`src/rtl/mem_stage_pkg.sv`:
```
// mem_stage_pkg: shared widths, state encoding and request record for the memory-access stage
package mem_stage_pkg;
  localparam int DATA_W = 16;
  localparam int ADDR_W = 8;
  localparam int REG_W = 3;
  typedef enum logic [1:0] {IDLE, ACCESS, CAPTURE, RESP} state_e;
  typedef struct packed {
    logic              we;
    logic [ADDR_W-1:0] addr;
    logic [DATA_W-1:0] wdata;
    logic [REG_W-1:0]  rd;
  } req_t;
endpackage

```
`src/rtl/mem_access_stage.sv`:
```
// mem_access_stage: single-outstanding load/store stage driving a 256x16 data memory
module mem_access_stage
  import mem_stage_pkg::*;
#(
  parameter int DEPTH = 256
) (
  input  logic              clk,
  input  logic              rst,
  input  logic              req_valid,
  output logic              req_ready,
  input  logic              req_we,
  input  logic [ADDR_W-1:0] req_addr,
  input  logic [DATA_W-1:0] req_wdata,
  input  logic [REG_W-1:0]  req_rd,
  output logic [ADDR_W-1:0] mem_addr,
  output logic [DATA_W-1:0] mem_wdata,
  output logic              mem_we,
  output logic              mem_re,
  input  logic [DATA_W-1:0] mem_rdata,
  output logic              rsp_valid,
  input  logic              rsp_ready,
  output logic [DATA_W-1:0] rsp_data,
  output logic [REG_W-1:0]  rsp_rd,
  output logic              rsp_err,
  output logic              st_err,
  output logic [15:0]       ld_cnt,
  output logic [15:0]       st_cnt
);
  localparam logic [ADDR_W:0] LIMIT = (ADDR_W+1)'(DEPTH);
  state_e            state_q;
  req_t              req_q;
  logic              oor_q, mem_we_q, mem_re_q, rsp_valid_q, rsp_err_q, st_err_q;
  logic [DATA_W-1:0] rsp_data_q;
  logic [REG_W-1:0]  rsp_rd_q;
  logic [15:0]       ld_cnt_q, ld_cnt_d, st_cnt_q, st_cnt_d;
  logic              accept, req_oor, st_inc, ld_inc;
  assign req_ready = state_q == IDLE;
  assign accept    = req_valid && req_ready;
  assign req_oor   = {1'b0, req_addr} >= LIMIT;
  assign st_inc    = state_q == ACCESS && req_q.we && !oor_q;
  assign ld_inc    = state_q == RESP && rsp_ready;
  assign st_cnt_d  = st_cnt_q + 16'(st_inc);
  assign ld_cnt_d  = ld_cnt_q + 16'(ld_inc);
  assign mem_addr  = req_q.addr;
  assign mem_wdata = req_q.wdata;
  assign mem_we    = mem_we_q;
  assign mem_re    = mem_re_q;
  assign rsp_valid = rsp_valid_q;
  assign rsp_data  = rsp_data_q;
  assign rsp_rd    = rsp_rd_q;
  assign rsp_err   = rsp_err_q;
  assign st_err    = st_err_q;
  assign ld_cnt    = ld_cnt_q;
  assign st_cnt    = st_cnt_q;
  always_ff @(posedge clk) begin
    if (rst) begin
      state_q     <= IDLE;
      req_q       <= '0;
      oor_q       <= 1'b0;
      mem_we_q    <= 1'b0;
      mem_re_q    <= 1'b0;
      rsp_valid_q <= 1'b0;
      rsp_data_q  <= '0;
      rsp_rd_q    <= '0;
      rsp_err_q   <= 1'b0;
      st_err_q    <= 1'b0;
    end else begin
      mem_we_q <= 1'b0;
      mem_re_q <= 1'b0;
      st_err_q <= 1'b0;
      case (state_q)
        IDLE: if (accept) begin
          req_q.we <= req_we;
          req_q.rd <= req_rd;
          oor_q    <= req_oor;
          if (!req_oor) begin
            req_q.addr  <= req_addr;
            req_q.wdata <= req_wdata;
            mem_we_q    <= req_we;
            mem_re_q    <= !req_we;
          end
          state_q <= ACCESS;
        end
        ACCESS: begin
          st_err_q <= req_q.we && oor_q;
          state_q  <= req_q.we ? IDLE : CAPTURE;
        end
        CAPTURE: begin
          rsp_data_q  <= oor_q ? '0 : mem_rdata;
          rsp_err_q   <= oor_q;
          rsp_rd_q    <= req_q.rd;
          rsp_valid_q <= 1'b1;
          state_q     <= RESP;
        end
        RESP: if (rsp_ready) begin
          rsp_valid_q <= 1'b0;
          state_q     <= IDLE;
        end
        default: state_q <= IDLE;
      endcase
    end
  end
  always_ff @(posedge clk) begin
    st_cnt_q <= rst ? '0 : st_cnt_d;
  end
  always_ff @(posedge clk) begin
    ld_cnt_q <= rst ? '0 : ld_cnt_d;
  end
endmodule

```
`config.mk`:
```
export PLATFORM = sky130hd
export DESIGN_NAME = mem_access_stage
export DESIGN_NICKNAME = d
export VERILOG_FILES = /design/src/rtl/mem_stage_pkg.sv /design/src/rtl/mem_access_stage.sv
export SDC_FILE = /design/constraint.sdc
export NUM_CORES = 1
export LEC_CHECK = 0
export ABC_CLOCK_PERIOD_IN_PS = 2800
export CORE_ASPECT_RATIO = 1.2
export CORE_MARGIN = 5
export CORE_UTILIZATION = 41
export DETAILED_ROUTE_END_ITERATION = 8
export MAX_ROUTING_LAYER = met4
export PLACE_DENSITY = 0.77
export SLEW_MARGIN = 20
export SYNTH_ARGS = -nofsm -noshare
export SYNTH_HDL_FRONTEND = slang
export SYNTH_SLANG_ARGS = --single-unit
```
`constraint.sdc`:
```
create_clock -name clk -period 2.8 [get_ports clk]
set_clock_uncertainty 0.1 [all_clocks]
set_input_delay 0.56 -clock clk [delete_from_list [all_inputs] [get_ports clk]]
set_output_delay 0.56 -clock clk [all_outputs]
set_load 0.02 [all_outputs]
```
==> run_results.csv <==
group,metric,value,unit
run_status,status,"finished, final reports clean",
yosys,synth_commonest_cells,"dfxtp_1, nor2_1, nand2_1, a21oi_1, mux2i_1",
clock_network,cts.sinks,84,
setup_path,critPathMaxFanout,9,
floorplan,ios,129,
yosys,syn_area_per_cell,9.16,um^2
route,firstDrtPassIters,5,
clock_network,htree_levels,3,
setup_path,cp_cell_sequence,"clkdlybuf4s50_1, and3_1, ha_1, ha_1, nand4_4, nor4_1, mux2_2",
floorplan,core,8520,um^2
setup_path,worstPathArrival,2.52,ns
layout,fillCellCount,780,
clock_network,ctsHoldBuffers,0,
setup_path,worstSetupStartpointType,"primary input",
global_routing,antenna_found_initial,0,
layout,area_growth,38.8,%
yosys,yosysWarnings,0,
sta,fin_crit_sh,85.0,%
place,hpwl,6160,um
clock_network,ctsResizeCount,0,
hold_path,hp-class,"flip-flop to flip-flop",
pwr,seqPwrFrac,52.5,%
setup_path,cp_common_cell,"ha_1",
pwr,power.internal,1810,uW
layout,drive_above_1_share,6.90,%
floorplan,die_w,95.0,um
pwr,finalPower,2440,uW
yosys,ys_ff_latch,84,
global_routing,first_global_vias,2883,
place,place_congestion,0.762,
layout,final_cells,610,
setup_path,critPathCaptureType,"flip-flop",
yosys,synth_area,3550,um^2
clock_network,path_clk_slew,0.08,ns
sta,timing.fmax,0.420,GHz
setup_path,rrSetupSlack,0.54,ns
route,routed_wl,8350,um
route,vias,2954,
sta,tightestPinTransition,0.836,ns
yosys,synth.distinct_cells,33,
route,first_iter_violations,125,
sta,finalCriticalPeriod,2.38,ns
sta,rsz0062_at_grt,"no",
sta,slew_headroom,44.3,%
floorplan,initial_utilization,41.7,%
sta,setup_tns,0,ns
clock_network,clockBufferDepth,2,
pwr,pwr-share-comb,16.0,%
setup_path,critPathKind,"primary input to flip-flop",
setup_path,critical_path_required,2.94,ns
global_routing,grt_usage,16.7,%
pwr,ir_worst_vdd,0.349,mV
pwr,pwr_density_cell,494,nW/um^2
setup_path,slowest_stage,"clkdlybuf4s50_1",
global_routing,grt_pass1_wl,13800,um
yosys,synth_area_leaders,"dfxtp_1, mux2i_1, buf_4, nor2_1, a21oi_1",
pwr,p_clk_share,31.5,%
clock_network,tritoncts,"built",
yosys,synth_edf_count,0,
layout,final_util,57.9,%
place,place_inst,595,
sta,slew_violations,0,
pwr,switchingPower,625,uW
floorplan,num_rows,37,
clock_network,post_cts_buffers,0,
sta,finalHoldViolations,0,
layout,num_antenna_cells,0,
clock_network,cts_buffers,9,
yosys,syn_inst,388,
yosys,ys_async_sr_fraction,0,%
route,antenna_left,0,
yosys,synth_seq_area_share,47.3,%
yosys,synth_top_area_cell,"dfxtp_1",
global_routing,grt_remaining_overflow,0,
yosys,ys.flop_type,"dfxtp_1",
pwr,swShare,25.6,%
global_routing,grt_max_degree,46,
setup_path,max_stage_delay,0.49,ns
place,io_buffers,126,
floorplan,design.die.area,10600,um^2
yosys,post-synth-top-area-fraction,47.3,%
route,drcViolationCount,0,
pwr,leakagePower,0.00184,uW
yosys,yosysMostFrequentCell,"dfxtp_1",
sta,setup_viol,0,
clock_network,clock-root-buffer,"clkbuf_8",
layout,nets,543,
route,viasPerCell,4.84,
floorplan,die_height,112,um
clock_network,insertion_delay,0.35,ns
route,drt-wirelength-per-cell,13.7,um
job,drv_cap,0,
## worst max-delay path: cells and delay by family
family / cells / cell delay, ns
adders and majority gates: 2 / 0.41
muxes: 1 / 0.37
and+or+nand+nor: 3 / 0.70
buffers and inverters: 1 / 0.49
## per-stage QoR
stage	worst slack, ns	hold WS, ns	cell area, um^2
finish	0.420	0.355	4930
global route	0.308	0.379	4930
CTS	0.437	0.360	4930
detailed placement	0.0412	0.346	4760
global placement	0.0835	0.334	4760
floorplan	0.593	0.331	3560
## power by group through the flow
stage | registers [uW] | logic (uW) | clock network [uW]
global route | 1290 | 420 | 846
CTS | 1280 | 396 | 803
floorplan | 1320 | 226 | 0
global placement | 1300 | 387 | 0
finish | 1280 | 390 | 769
detailed placement | 1310 | 394 | 0
## layer usage
layer | vias up | global-route usage [%] | part of all wire (%)
li1 | 1494 | - | -
met3 | 11 | 4.66 | 6.1
met2 | 81 | 27.4 | 51
met5 | - | - | 0
met4 | 0 | 6.64 | 1.4
met1 | 1368 | 19.1 | 41
## sequential cells by signal, indices dropped and copies added (netlist names), named ones only
signal and flops:
state_q 1, st_cnt 16, mem_addr 8, mem_re 1
rsp_data 16, req_q 4, rsp_rd 3, mem_we 1
mem_wdata 16, rsp_valid 1, ld_cnt 16
## worst paths after layout
path                       endpoint               startpoint  depth (start not counted)
max reg2reg   st_cnt[14]$_SDFF_PP0_  state_q[0]$_SDFFE_PP0P_                          6
max           ld_cnt[14]$_SDFF_PP0_                rsp_ready                          7
min reg2reg  rsp_rd[0]$_SDFFE_PP0P_   rsp_rd[0]$_SDFFE_PP0P_                          2
min          rsp_rd[0]$_SDFFE_PP0P_   rsp_rd[0]$_SDFFE_PP0P_                          2
## cell type report
cell class	count	area, um^2	area share [%]
Clock buffer	13	159	3.22
Clock inverter	2	10.0	0.203
Inverter	9	33.8	0.685
Multi-Input combinational cell	251	1570	31.9
Sequential cell	84	1680	34.1
Tap cell	117	146	2.97
Timing Repair Buffer	134	1330	27.0
## placed cells by master (no fill, tap or decap), drive strengths merged, types with 9 or more instances in the layout
master	netlist	final
nor2	47	47
inv	9	9
mux2i	28	28
nand2	44	44
buf	37	9
a21oi	35	35
clkdlybuf4s50	0	125
dfxtp	84	84
nand4	9	9
clkbuf	8	13
nor2b	11	11
nand3	9	9
## kinds of logic (layout without fill, tap and decap cells)
group	count (synthesis)	in the layout	share of synthesized area (%)
AO/OA/AOI/OAI	50	50	7.68
XOR/XNOR	6	6	1.48
adder cells (fa/ha/maj)	6	6	2.11
buffers and inverters	54	158	8.74
flip-flops	84	84	47.3
multiplexers	36	36	10.4
other	1	2	0.106
AND/OR/NAND/NOR	151	151	22.1
Note: power is estimated with default switching activity, not from simulation.
==> variant 1, RTL diff (same settings) <==
Make the reset (`rst`) asynchronous in one clocked block.
--- a/src/rtl/mem_access_stage.sv
+++ b/src/rtl/mem_access_stage.sv
@@ -54,3 +54,3 @@
   assign st_cnt    = st_cnt_q;
-  always_ff @(posedge clk) begin
+  always_ff @(posedge clk or posedge rst) begin
     if (rst) begin
Function: differs if rst is asserted again (counterexample within 4 cycles, from zero or initial values and one cycle with rst high); with rst held inactive, the same outputs for 10 cycles.
==> variant 1 against the original RTL <==
Routed wire length is 10% lower. Cell area down 0.15%. Critical path depth rose by 1. Worst setup slack improved by 120 ps. Maximum frequency up 5.3%. Area after synthesis decreased by 1.2%. Synthesized cell count down 24%. Sequential cell count is the same. Highest routed layer unchanged.
Power is not compared: it rests on default switching activity, and its combinational part moved more than twofold at a synthesized area within 25%.
==> variant 1: results (changes against the original RTL) <==
<table>
<tr><th>Metric</th><th>Value</th></tr>
<tr><th colspan="2">Status</th></tr>
<tr><td>Status</td><td>finished clean</td></tr>
<tr><th colspan="2">Global route</th></tr>
<tr><td>First-pass GRT wire length</td><td>12.2 mm (-11%)</td></tr>
<tr><td>Vias in the first global route</td><td>2517 (-13%)</td></tr>
<tr><td>GRT Overall Usage</td><td>15.2% (-1.6 points)</td></tr>
<tr><td>Pin count of the biggest net entering global routing</td><td>53 (+15%)</td></tr>
<tr><th colspan="2">Placement</th></tr>
<tr><td>Post-DP HPWL</td><td>5.53 mm (-10%)</td></tr>
<tr><td>Routability-driven placement congestion ratio</td><td>0.787 (+3.4%)</td></tr>
<tr><th colspan="2">Detailed routing</th></tr>
<tr><td>Post-detailed-route wirelength per cell</td><td>14.4 um (+5.2%)</td></tr>
<tr><td>First drt pass iteration count</td><td>4 (-1)</td></tr>
<tr><td>Vias per std cell</td><td>4.69 (-3.2%)</td></tr>
<tr><td>Iteration-0 DRC count of the detailed router</td><td>99 (-21%)</td></tr>
<tr><th colspan="2">Cells and area</th></tr>
<tr><td>Layout cells sized above 1</td><td>16.8% (+9.9 points)</td></tr>
<tr><td>Net count reported at finish</td><td>453 (-17%)</td></tr>
<tr><td>Final-layout fill cell count</td><td>736 (-5.6%)</td></tr>
<tr><th colspan="2">Critical path</th></tr>
<tr><td>Arrival time at the worst endpoint</td><td>2410 ps (-110 ps)</td></tr>
<tr><td>Register-to-Register Path Depth</td><td>8 (+2)</td></tr>
<tr><td>Maximum fanout along the worst path</td><td>7 (-2)</td></tr>
<tr><td>Startpoint-to-endpoint class of the critical path</td><td>register to register</td></tr>
<tr><th colspan="2">Worst hold path</th></tr>
<tr><td>Cell count of the worst hold path</td><td>1 (-1)</td></tr>
<tr><td>Source of the worst hold timing path</td><td>req_q[27]</td></tr>
<tr><th colspan="2">Synthesis</th></tr>
<tr><td>Leading post-synthesis cells by cell area</td><td>sky130_fd_sc_hd__dfrtp_1 (37%), sky130_fd_sc_hd__dfxtp_1 (18%), sky130_fd_sc_hd__mux2_2 (15%)</td></tr>
<tr><td>Yosys cell types</td><td>26 (-21%)</td></tr>
<tr><td>FFs w/ async S/R, synth</td><td>61.9% (+62 points)</td></tr>
<tr><td>Register area share after synthesis</td><td>55.3% (+8.0 points)</td></tr>
<tr><td>Top cells by count, synth</td><td>sky130_fd_sc_hd__dfrtp_1 (52), sky130_fd_sc_hd__mux2_2 (46), sky130_fd_sc_hd__dfxtp_1 (32), sky130_fd_sc_hd__nor2_1 (31), sky130_fd_sc_hd__buf_4 (30)</td></tr>
<tr><th colspan="2">Clock network</th></tr>
<tr><td>Clock buffers created by TritonCTS</td><td>9 (unchanged)</td></tr>
</table>
[variant 1: area by class of cell]
cell class	count	area share (%)
Tap cell	117	2.97
Multi-Input combinational cell	170	26.4
Sequential cell	84	39.5
Timing Repair Buffer	132	26.8
Clock buffer	11	2.67
Inverter	2	0.153
Clock inverter	5	1.55
[variant 1: power by group through the flow]
stage	clock, W	sequential, W	combinational, W
2_1_floorplan	0	0.00199	0.00112
3_3_place_gp	0	0.00181	0.00193
3_5_place_dp	0	0.00183	0.00195
4_1_cts	0.000942	0.00181	0.00196
5_1_grt	0.00101	0.00187	0.00205
6_report	0.000920	0.00180	0.00193
[variant 1: kinds of logic (layout without fill, tap and decap cells)]
family          Yosys count  after routing  share of synthesized area [%]
xor+xnor                 26             26                           6.49
mux                      46             46                           14.8
flops                    84             84                           55.3
buf+inv                  40            150                           7.85
simple gates             84             84                           12.4
compound gates            6              6                          0.927
fa+ha+maj                 6              6                           2.14
other cells               1              2                          0.107
[variant 1: per-stage QoR]
stage	worst slack [ps]	hold slack (ps)	std cells	power, W	instance area [sq um]
after floorplan	670	336	294	0.00311	3510
after global placement	311	361	505	0.00374	4710
after detailed placement	252	366	505	0.00379	4710
after CTS	510	387	521	0.00471	4920
after global routing	359	419	521	0.00493	4920
final	540	369	521	0.00464	4920
[variant 1: final timing paths]
path	to	slack, ps
worst max-delay path	st_cnt[8]	540
worst min-delay path	register	370
worst max register to register	st_cnt[8]	540
worst min register to register	register	370
max in group asynchronous	mem_wdata[2]	1640
min in group asynchronous	rsp_data[0]	710
[variant 1: critical path: stages, from the launching register on]
cell                       delay, ps
sky130_fd_sc_hd__dfrtp_1         450
sky130_fd_sc_hd__nand2b_1        180
sky130_fd_sc_hd__nor2_1          190
sky130_fd_sc_hd__ha_1            320
sky130_fd_sc_hd__ha_1            240
sky130_fd_sc_hd__and4_1          330
sky130_fd_sc_hd__nand4_1         140
sky130_fd_sc_hd__xor2_1          160
sky130_fd_sc_hd__nor2_1           50
[variant 1: per-layer routing]
metal	track usage, %	share of wire, %	wire [um]	vias up
met2	24.1	48	3630	85
met1	18.1	42	3170	1163
met4	7.42	2.2	168	0
met3	3.31	7.1	530	16
met5	-	0	0	-
li1	-	-	-	1178
==> variant 2, RTL diff (config.mk and constraints unchanged) <==
Without the edit above. The package constant `ADDR_W` goes from 8 to 10.
--- a/src/rtl/mem_stage_pkg.sv
+++ b/src/rtl/mem_stage_pkg.sv
@@ -3,3 +3,3 @@
   localparam int DATA_W = 16;
-  localparam int ADDR_W = 8;
+  localparam int ADDR_W = 10;
   localparam int REG_W = 3;
Ports: changed (resized mem_addr and req_addr); port bits go from 129 to 133. No check against the original RTL was run, so the function may have changed too.
==> variant 2 against the original RTL <==
Clock power rose by 14%. Routed wire length rose by 3.5%. Critical path depth rose by 1. Critical path type is now register to register. Power rose by 1.3%. Cell area rose by 0.28%. Worst setup slack got worse by 84 ps. Count of clock-buffer cells in the layout fell by 2. Sequential cell count rose by 5. Area after synthesis fell by 1.1%.
==> variant 2: results (changes against the original RTL) <==
<table>
<tr><th>Metric</th><th>Value</th></tr>
<tr><th colspan="2">Placement</th></tr>
<tr><td>Number of buffer cells added on primary ports</td><td>132 (+4.8%)</td></tr>
<tr><td>Post-DP HPWL</td><td>6.21 mm (+0.85%)</td></tr>
<tr><td>Dpl cells</td><td>588 (-1.2%)</td></tr>
<tr><td>Routability-driven placement congestion ratio</td><td>0.753 (-1.1%)</td></tr>
<tr><th colspan="2">Synthesis</th></tr>
<tr><td>Post-synthesis average cell area</td><td>9.32 sq um (+1.8%)</td></tr>
<tr><td>Register area share after synthesis</td><td>50.7% (+3.4 points)</td></tr>
<tr><td>Top cells by count, synth</td><td>sky130_fd_sc_hd__dfxtp_1 (89), sky130_fd_sc_hd__nand2_1 (40), sky130_fd_sc_hd__a21oi_1 (31), sky130_fd_sc_hd__nor2_1 (30), sky130_fd_sc_hd__buf_4 (26)</td></tr>
<tr><th colspan="2">Global route</th></tr>
<tr><td>Met3 demand-to-capacity share in global routing</td><td>5.07% (+0.41 points)</td></tr>
<tr><td>GRT Overall Usage</td><td>16.7% (about the same)</td></tr>
<tr><td>Initial antenna violation count</td><td>0 (unchanged)</td></tr>
<tr><td>Met1 usage</td><td>20.2% (+1.1 points)</td></tr>
<tr><td>First-pass GRT wire length</td><td>14.0 mm (+1.7%)</td></tr>
<tr><td>Pin count of the biggest net entering global routing</td><td>65 (+41%)</td></tr>
<tr><th colspan="2">Detailed routing</th></tr>
<tr><td>Vias per std cell</td><td>4.81 (-0.61%)</td></tr>
<tr><td>Iteration-0 DRC count of the detailed router</td><td>127 (+1.6%)</td></tr>
<tr><td>Total vias in the final route</td><td>2907 (-1.6%)</td></tr>
<tr><td>First drt pass iteration count</td><td>4 (-1)</td></tr>
<tr><td>Post-detailed-route wirelength per cell</td><td>14.3 um (+4.5%)</td></tr>
<tr><th colspan="2">Clock network</th></tr>
<tr><td>Number of sinks driven by the clock tree</td><td>89 (+6.0%)</td></tr>
<tr><td>Number of setup buffers added after CTS</td><td>0 (unchanged)</td></tr>
<tr><th colspan="2">Pwr</th></tr>
<tr><td>Worst voltage drop across the vdd grid</td><td>271 uV (-22%)</td></tr>
<tr><td>Leakage</td><td>1.70 nW (-7.4%)</td></tr>
<tr><th colspan="2">Critical path</th></tr>
<tr><td>Maximum fanout along the worst path</td><td>13 (+4)</td></tr>
<tr><td>Register-to-Register Path Depth</td><td>8 (+2)</td></tr>
<tr><td>Arrival time at the worst endpoint</td><td>2580 ps (+60 ps)</td></tr>
<tr><th colspan="2">Status</th></tr>
<tr><td>Status</td><td>finished clean</td></tr>
<tr><th colspan="2">STA</th></tr>
<tr><td>Slew of the pin with the lowest slew margin</td><td>1050 ps (+209 ps)</td></tr>
<tr><th colspan="2">Cells and area</th></tr>
<tr><td>Layout cells sized above 1</td><td>6.37% (-0.53 points)</td></tr>
<tr><td>Number of antenna repair diodes</td><td>0 (unchanged)</td></tr>
<tr><td>Net count reported at finish</td><td>537 (-1.1%)</td></tr>
</table>
## variant 2: cell count changes after synthesis, sizes merged, moves of 5 or more
| cell | change |
|---|---|
| mux2 | -6 |
| nor3 | +10 |
| or4 | -7 |
| xnor2 | +15 |
| nor2 | -16 |
| nand3b | +17 |
| a22o | +24 |
| mux2i | -28 |
| dfxtp | +5 |
| o31ai | -8 |
## variant 2: routing by layer
layer  vias to the layer above  wire length, um
li1                       1474                -
met3                        13              640
met1                      1334             3850
met2                        86             3990
met5                         -                0
met4                         0              147
## variant 2: cell type report
| cell class | count | area [sq um] |
|---|---|---|
| clock buffers | 11 | 141 |
| clock inverters | 5 | 55.1 |
| fillers | 768 | 3530 |
| inverters | 5 | 18.8 |
| multi-input cells | 238 | 1430 |
| flip-flops and latches | 89 | 1780 |
| well taps | 117 | 146 |
| repair buffers | 139 | 1370 |
## variant 2: cells by family (layout without fill, tap and decap cells)
family / after synthesis / in the layout / synth area share, %
buffers and inverters: 50 / 160 / 8.65
xor gates and xnor gates: 21 / 21 / 5.23
muxes: 2 / 2 / 0.641
adders and majority gates: 5 / 5 / 1.78
DFF: 89 / 89 / 50.7
AOI/OAI and AO/OA: 65 / 65 / 11.9
and+or+nand+nor: 145 / 145 / 21.1
## variant 2: path summary, 6_finish.rpt
kind                              startpoint            to  slack, ps
worst min register to register  rsp_data[13]  rsp_data[13]        350
worst max-delay path                register    st_cnt[14]        340
worst min-delay path            rsp_data[13]  rsp_data[13]        350
worst max register to register      register    st_cnt[14]        340
## variant 2: power breakdown
group | internal (W) | leakage (nW) | switching, W
clock | 0.000434 | 0.0953 | 0.000440
sequential | 0.00130 | 0.720 | 0.0000208
combinational | 0.000147 | 0.887 | 0.000127
## variant 2: critical path, stage by stage (launching register included)
cell                       delay (ps)
sky130_fd_sc_hd__dfxtp_1          430
sky130_fd_sc_hd__nand3b_1         240
sky130_fd_sc_hd__nor2_1           180
sky130_fd_sc_hd__ha_1             240
sky130_fd_sc_hd__ha_1             230
sky130_fd_sc_hd__nand4_1          270
sky130_fd_sc_hd__nor4_1           420
sky130_fd_sc_hd__xnor2_1          170
sky130_fd_sc_hd__nor2_1            50
## variant 2: per-stage QoR
stage	hold slack, ps	area, sq um	setup WS [ps]
after global routing	378	4940	88.2
after detailed placement	339	4750	106
after floorplan	328	3510	587
after CTS	352	4940	333
final	352	4940	336
after global placement	335	4750	121
